`src/rtl/c3aibadapt_cmn_occ_pkg.sv`:
```
// Shared definitions for the OCC burst controller: FSM states, Gray helper
// and the phase counter width.
package c3aibadapt_cmn_occ_pkg;

    localparam int PHASE_W = 8;

    typedef enum logic [2:0] {
        IDLE,
        SETUP,
        TRIG,
        WAIT,
        HOLD,
        DONE
    } occ_state_t;

    function automatic logic [1:0] bin2gray(input logic [1:0] bin);
        return {bin[1], bin[1] ^ bin[0]};
    endfunction

endpackage

```
`src/rtl/c3aibadapt_cmn_occ_burst_ctrl.sv`:
```
// Initiating side of the OCC enable handshake: sequences one at-speed capture
// per accepted request and confirms the returned clock-enable pulse count.
module c3aibadapt_cmn_occ_burst_ctrl
    import c3aibadapt_cmn_occ_pkg::*;
#(
    parameter int SETUP_CYC = 6,
    parameter int TRIG_CYC  = 2,
    parameter int HOLD_CYC  = 4,
    parameter int WAIT_MAX  = 16
) (
    input  logic       clk,
    input  logic       rst,
    input  logic       start,
    input  logic [1:0] burst_len,
    input  logic       atpg_mode,
    input  logic       clken_obs,
    output logic       scan_enable,
    output logic       occ_enable,
    output logic [1:0] burst_cnt,
    output logic       busy,
    output logic       done,
    output logic       err
);

    localparam logic [PHASE_W-1:0] SETUP_LAST = PHASE_W'(SETUP_CYC - 1);
    localparam logic [PHASE_W-1:0] TRIG_LAST  = PHASE_W'(TRIG_CYC - 1);
    localparam logic [PHASE_W-1:0] HOLD_LAST  = PHASE_W'(HOLD_CYC - 1);
    localparam logic [PHASE_W-1:0] WAIT_LAST  = PHASE_W'(WAIT_MAX - 1);

    occ_state_t         state;
    occ_state_t         state_nxt;
    logic [PHASE_W-1:0] phase;
    logic [1:0]         len_q;
    logic [1:0]         pulse_cnt;
    logic [1:0]         pulse_sum;
    logic               accept;
    logic               in_seq;
    logic               err_set;

    // Pulses seen in TRIG already count, so the WAIT exit test uses the
    // running total including this cycle's sample.
    always_comb begin
        pulse_sum = (clken_obs && pulse_cnt != 2'd3) ? pulse_cnt + 2'd1 : pulse_cnt;
        in_seq    = (state == SETUP) || (state == TRIG) || (state == WAIT) || (state == HOLD);
        accept    = (state == IDLE) && start && atpg_mode;
        state_nxt = state;
        err_set   = 1'b0;
        case (state)
            IDLE:    if (accept) state_nxt = SETUP;
            SETUP:   if (phase == SETUP_LAST) state_nxt = TRIG;
            TRIG:    if (phase == TRIG_LAST) state_nxt = (len_q == 2'd0) ? HOLD : WAIT;
            WAIT: begin
                if (pulse_sum == len_q) begin
                    state_nxt = HOLD;
                end else if (phase == WAIT_LAST) begin
                    state_nxt = HOLD;
                    err_set   = 1'b1;
                end
            end
            HOLD: begin
                if (clken_obs) err_set = 1'b1;
                if (phase == HOLD_LAST) state_nxt = DONE;
            end
            DONE:    state_nxt = IDLE;
            default: state_nxt = IDLE;
        endcase
        if (in_seq && !atpg_mode) begin
            state_nxt = DONE;
            err_set   = 1'b1;
        end
    end

    // Outputs are registered from the next state so they line up with it.
    always_ff @(posedge clk) begin
        if (rst) begin
            state       <= IDLE;
            phase       <= '0;
            len_q       <= 2'd0;
            pulse_cnt   <= 2'd0;
            burst_cnt   <= 2'b00;
            scan_enable <= 1'b1;
            occ_enable  <= 1'b0;
            busy        <= 1'b0;
            done        <= 1'b0;
            err         <= 1'b0;
        end else begin
            state <= state_nxt;
            if (state_nxt != state || state == IDLE) begin
                phase <= '0;
            end else begin
                phase <= phase + 1'b1;
            end
            if (accept) begin
                len_q     <= burst_len;
                burst_cnt <= bin2gray(burst_len);
                pulse_cnt <= 2'd0;
                err       <= 1'b0;
            end else begin
                if (state == TRIG || state == WAIT) pulse_cnt <= pulse_sum;
                if (err_set) err <= 1'b1;
            end
            scan_enable <= (state_nxt == IDLE) || (state_nxt == DONE);
            occ_enable  <= (state_nxt == TRIG);
            busy        <= (state_nxt == SETUP) || (state_nxt == TRIG) ||
                           (state_nxt == WAIT)  || (state_nxt == HOLD);
            done        <= (state_nxt == DONE);
        end
    end

endmodule

```
`config.mk`:
```
export PLATFORM = sky130hd
export DESIGN_NAME = c3aibadapt_cmn_occ_burst_ctrl
export DESIGN_NICKNAME = d
export VERILOG_FILES = /design/src/rtl/c3aibadapt_cmn_occ_pkg.sv /design/src/rtl/c3aibadapt_cmn_occ_burst_ctrl.sv
export SDC_FILE = /design/constraint.sdc
export NUM_CORES = 1
export LEC_CHECK = 0
export CAP_MARGIN = 0
export CELL_PAD_IN_SITES_DETAIL_PLACEMENT = 2
export CELL_PAD_IN_SITES_GLOBAL_PLACEMENT = 2
export CORE_ASPECT_RATIO = 0.75
export CORE_MARGIN = 2
export CORE_UTILIZATION = 36
export DETAILED_ROUTE_END_ITERATION = 6
export GPL_ROUTABILITY_DRIVEN = 0
export PLACE_DENSITY = 0.9
export SLEW_MARGIN = 10
export SYNTH_ARGS = -nofsm -noshare
export SYNTH_HDL_FRONTEND = slang
export SYNTH_SLANG_ARGS = --single-unit
```
`constraint.sdc`:
```
create_clock -name clk -period 6 [get_ports clk]
set_clock_uncertainty 0.1 [all_clocks]
set_input_delay 1.5 -clock clk [delete_from_list [all_inputs] [get_ports clk]]
set_output_delay 1.5 -clock clk [all_outputs]
set_load 0.005 [all_outputs]
```
# Word level (Yosys, flattened, before mapping)

Index checks and enable logic that the tools add are counted.

Output and inout port bits: 7
Bits of input ports: 7
Logic and storage cells: 63
Bits in registers: 22

Reductions and logical operators: 19
$add $sub $neg: 2
Multiplexer cells: 15
Bitwise operators: 1
Equality and inequality tests: 16

Operators by type and width:

| operator                                                         | number |
|---|---|
| 3-bit two-way mux                                                | 8 |
| 3-bit case mux with 5 select lines                               | 1 |
| 3-bit by 2-bit == test with 1-bit output (second input constant) | 4 |
| 3-bit == test (second input constant)                            | 3 |
| 1-bit logical OR                                                 | 9 |
| 8-bit by 1-bit adder with 8-bit output (second input constant)   | 1 |
| 8-bit by 1-bit == test with 1-bit output (second input constant) | 1 |
| 8-bit by 2-bit == test with 1-bit output (second input constant) | 1 |
| 8-bit by 3-bit == test with 1-bit output (second input constant) | 1 |
| 8-bit by 4-bit == test with 1-bit output (second input constant) | 1 |
| 3-bit by 1-bit == test with 1-bit output (second input constant) | 2 |
| 3-bit logical NOT                                                | 2 |
| 1-bit logical AND                                                | 4 |
| 1-bit two-way mux                                                | 4 |
| 2-bit OR reduction                                               | 2 |
| 3-bit != test                                                    | 1 |
| 2-bit by 1-bit adder with 2-bit output (second input constant)   | 1 |
| 2-bit == test                                                    | 1 |
| 2-bit logical NOT                                                | 1 |
| 2-bit two-way mux                                                | 1 |
| 2-bit != test (second input constant)                            | 1 |
| 1-bit case mux with 2 select lines                               | 1 |
| 1-bit logical NOT                                                | 1 |
| 1-bit XOR                                                        | 1 |

# Depth between registers and ports, before layout

Depth after elaboration: 11
Mapped depth: 8
Depth with buffers taken out: 8

# Worst setup path before layout

Ideal clock, no wire load.

Kind: input-to-reg
From: in clken_obs
To: reg scan_enable
Arrival: 2,965 ps
Required time: 5,784 ps
Buffers on the path: 0
Slack: 2,819 ps
Setup time: 116 ps
Cell stages on the path: 6
Cell sequence: nand2b_1 -> and3_1 -> nor4_2 -> nor3_1 -> or3_1 -> a31o_2

Cells in the longest elaborated chain, start to end: 8
Elaborated cells between the ends (all ways): 9
Those cells by class: 2 x eq/ne; 4 x mux; 3 x reduce/logical

RTL lines:

| what                                                      | line                                 | text |
|---|---|---|
| from (decl)                                               | c3aibadapt_cmn_occ_burst_ctrl.sv:16  | `input logic clken_obs,` |
| 1-bit logical AND *                                       | c3aibadapt_cmn_occ_burst_ctrl.sv:43  | `pulse_sum = (clken_obs && pulse_cnt != 2'd3) ? pulse_cnt + 2'd1 : pulse_cnt;` |
| 2-bit two-way mux *                                       | c3aibadapt_cmn_occ_burst_ctrl.sv:43  |  |
| 2-bit == test *                                           | c3aibadapt_cmn_occ_burst_ctrl.sv:53  | `if (pulse_sum == len_q) begin` |
| 3-bit two-way mux *                                       | c3aibadapt_cmn_occ_burst_ctrl.sv:53  |  |
| 3-bit case mux with 5 select lines *                      | c3aibadapt_cmn_occ_burst_ctrl.sv:48  | `case (state)` |
| 3-bit two-way mux *                                       | c3aibadapt_cmn_occ_burst_ctrl.sv:67  | `if (in_seq && !atpg_mode) begin` |
| 3-bit == test / 3-bit logical NOT (equally long branches) | c3aibadapt_cmn_occ_burst_ctrl.sv:102 | `scan_enable <= (state_nxt == IDLE) \|\| (state_nxt == DONE);` |
| 1-bit logical OR *                                        | c3aibadapt_cmn_occ_burst_ctrl.sv:102 |  |
| to (signal assigned)                                      | c3aibadapt_cmn_occ_burst_ctrl.sv:102 |  |
| to (decl)                                                 | c3aibadapt_cmn_occ_burst_ctrl.sv:17  | `output logic scan_enable,` |

Mark *: on every way between the ends. The rest lies on a longest branch, timed or not.
A chain may end at the register's enable or synchronous reset.

# Worst setup path after layout

Ends and elaborated chain as after synthesis.

==> results by group <==
CTS
  – Cts hold-fix bufs: 0
  – Clock-pin slew on the worst setup and hold paths: 0.08 ns
  – Clock Path Buffers: 2
  – Clk_lat worst skew: 0.26 ns
  – CTS resizes: 0
  – CTS Buf Count: 3
  – Setup Buffers After CTS: 0
  – Clock sink count: 21
  – H-tree Lvls: 1
  – Root Driver: clkbuf_8
  – CTS tree: built

Die
  – Rows: 18
  – Initial Utilization: 36.8%
  – Die W: 70.2 um
  – IO Pins: 14
  – Die area: 0.00377 sq mm
  – Die height: 53.7 um
  – CORE AREA: 0.00322 sq mm

Cells and area
  – Nets: 152
  – Post-layout util: 42.1%
  – Seq. cell area: 420 sq um
  – Filler instances: 367
  – N_diodes: 0
  – Synth-to-layout area growth: 14.5%
  – Layout cells sized above 1: 12.1%
  – Footprint of the multi-input gates: 703 sq um

STA
  – Fin Setup TNS: 0 ns
  – Setup-failing EPs final: 0
  – F_max: 0.278 GHz
  – Final slew viol count: 0
  – Worst Slack Setup Final: 2.40 ns
  – Final hold violation count: 0
  – Period utilization: 60.0%
  – Worst-Margin Slew: 0.785 ns
  – Rel. slew slack: 47.7%
  – Unrepaired setup endpoints after global routing: no
  – Final min period: 3.60 ns

Synthesis
  – Leading area contributor after synthesis: dfxtp_1
  – Synth async-reset ratio: 0%
  – Post-synth EDFFs: 0
  – Yosys warning count: 0
  – Top post-synthesis cells by count: dfxtp_1, nor2_1, nor3_1, nor4_1, xnor2_1
  – Post-synthesis sequential element count: 21
  – Mapped Avg Cell Area: 9.11 sq um
  – Synth Instances: 130
  – Number of distinct library cells after synthesis: 43
  – Top cells by area, synth: dfxtp_1, xnor2_1, nor2_1
  – Dominant synthesized flop cell: dfxtp_1
  – Cell Area, Synth: 0.00118 sq mm
  – Synth top area share: 35.5%
  – Most numerous cell in the Yosys netlist: dfxtp_1
  – Synth Net Count: 140
  – Sequential area share after synthesis: 35.5%

Hold path
  – Hold path endpoint: phase[0]
  – Hold path depth: 1
  – Hold Crit Start: phase[0]
  – Hold WC Path Type: reg -> reg

GRT
  – GRT overflow: 0
  – GR Util All Layers: 19.8%
  – Vias in the first global route: 1080
  – Initial antenna violation count: 0
  – First-pass GRT wire length: 5520 um
  – Largest net degree at the start of global routing: 15

Worst setup path
  – R2R setup slack: 3.24 ns
  – Req. time, crit path: 6.06 ns
  – Worst-path fanout max: 5
  – R2R Path Start: phase[0]
  – WP data arrival: 3.66 ns
  – CP startpoint kind: input pin
  – Crit path kind: in -> reg
  – Critical path endpoint category: flip-flop
  – Reg2reg end: phase[7]
  – FF-to-FF path depth: 7

Power
  – Clk pwr share: 27.7%
  – Part of the power in registers: 47.6%
  – Sw Pwr: 105 uW
  – Switching portion of total power: 31.0%
  – Worst vdd rail ir drop: 0.119 mV
  – P_int: 234 uW
  – Leak Pwr: 0.000474 uW
  – Comb pwr share: 24.8%
  – PwrDens: 251 mW/mm^2

Drt
  – DR pass1 iterations: 4
  – Routed wire per std cell: 18.8 um
  – Iteration-0 DRC Markers: 64
  – Post-Route WL: 3410 um
  – DRT antenna net count: 0
  – DR vias/cell: 5.66
  – Via count: 1024
  – Post-detailed-route DRC marker count: 0

Placement
  – Post-DP HPWL: 2610 um
  – Port bufs: 13
  – Pre-CTS setup slack: 2.14 ns

Flow run
  – Max_cap viols: 0

Outcome
  – Status: finished clean
[final cells by class]
class                   count  area share [%]
clock buffers               4            3.32
inverters                   2           0.554
multi-input cells         101            51.8
flip-flops and latches     21            31.0
well taps                  40            3.69
repair buffers             13            9.59
[logic make-up (layout without fill, tap and decap cells)]
family / count (synthesis) / in the layout / share of synthesized area [%]
xor+xnor: 13 / 13 / 10.2
flops: 21 / 21 / 35.5
simple gates: 64 / 64 / 31.5
compound gates: 18 / 18 / 11.9
mux: 3 / 3 / 2.53
buf+inv: 8 / 19 / 5.18
fa+ha+maj: 3 / 3 / 3.17
[worst max-delay path: stages]
cell and delay [ns]:
clkdlybuf4s50_1 0.48, nand2b_1 0.13, and3_1 0.22, nor4_2 0.47, nor3_1 0.19, or3_1 0.43
a31o_2 0.24
[per-layer routing]
| metal | GRT usage (%) | share of wire, % | vias up |
|---|---|---|---|
| met1 | 24.2 | 46 | 509 |
| met2 | 35.4 | 49 | 16 |
| met4 | 6.09 | 1.4 | 0 |
| met5 | 0 | 0 | - |
| met3 | 4.68 | 3.3 | 4 |
| li1 | - | - | 495 |
[sequential cells by signal, indices dropped and copies added (netlist names)]
signal / flops
burst_cnt: 2
busy: 1
done: 1
err: 1
len_q: 1
occ_enable: 1
phase: 8
pulse_cnt: 2
scan_enable: 1
state: 3
[metrics by stage]
step	cell area (sq um)	std cells	power (uW)	hold WS, ns
after floorplan	1180	130	216	0.354
after global placement	1310	177	240	0.372
after detailed placement	1310	177	248	0.392
after CTS	1360	181	344	0.404
after global routing	1360	181	361	0.456
final	1360	181	340	0.409
[power by group through the flow]
stage	Clock, uW	Sequential (uW)	Combinational, uW
floorplan	0	158	58.3
global placement	0	163	76.8
detailed placement	0	164	83.9
CTS	98.0	161	84.9
global route	106	163	92.9
finish	94.0	162	84.1
[placed cells by master, fill, tap and decap left out, types with 2 or more instances in the layout]
cell type,count
a21oi_1,3
and3_1,3
and3_2,3
clkbuf_8,3
clkdlybuf4s50_1,13
dfxtp_1,21
ha_1,3
inv_1,2
mux2i_1,3
nand2_1,4
nand2b_1,2
nand3_1,5
nand3b_1,2
nor2_1,16
nor3_1,9
nor4_1,9
o211ai_1,2
o21ai_0,3
or2_2,2
xnor2_1,8
xor2_1,4
[how the worst max path moves through the flow]
stage	endpoint	startpoint	slack, ns	cells after the start
after floorplan	scan_enable	clken_obs	2.82	6
after global placement	scan_enable	clken_obs	2.25	7
after global routing	scan_enable	clken_obs	2.23	7
final	scan_enable	clken_obs	2.40	7
after detailed placement	scan_enable	clken_obs	2.14	7
after CTS	scan_enable	clken_obs	2.38	7
No activity file was read; power rests on OpenSTA's default activity.
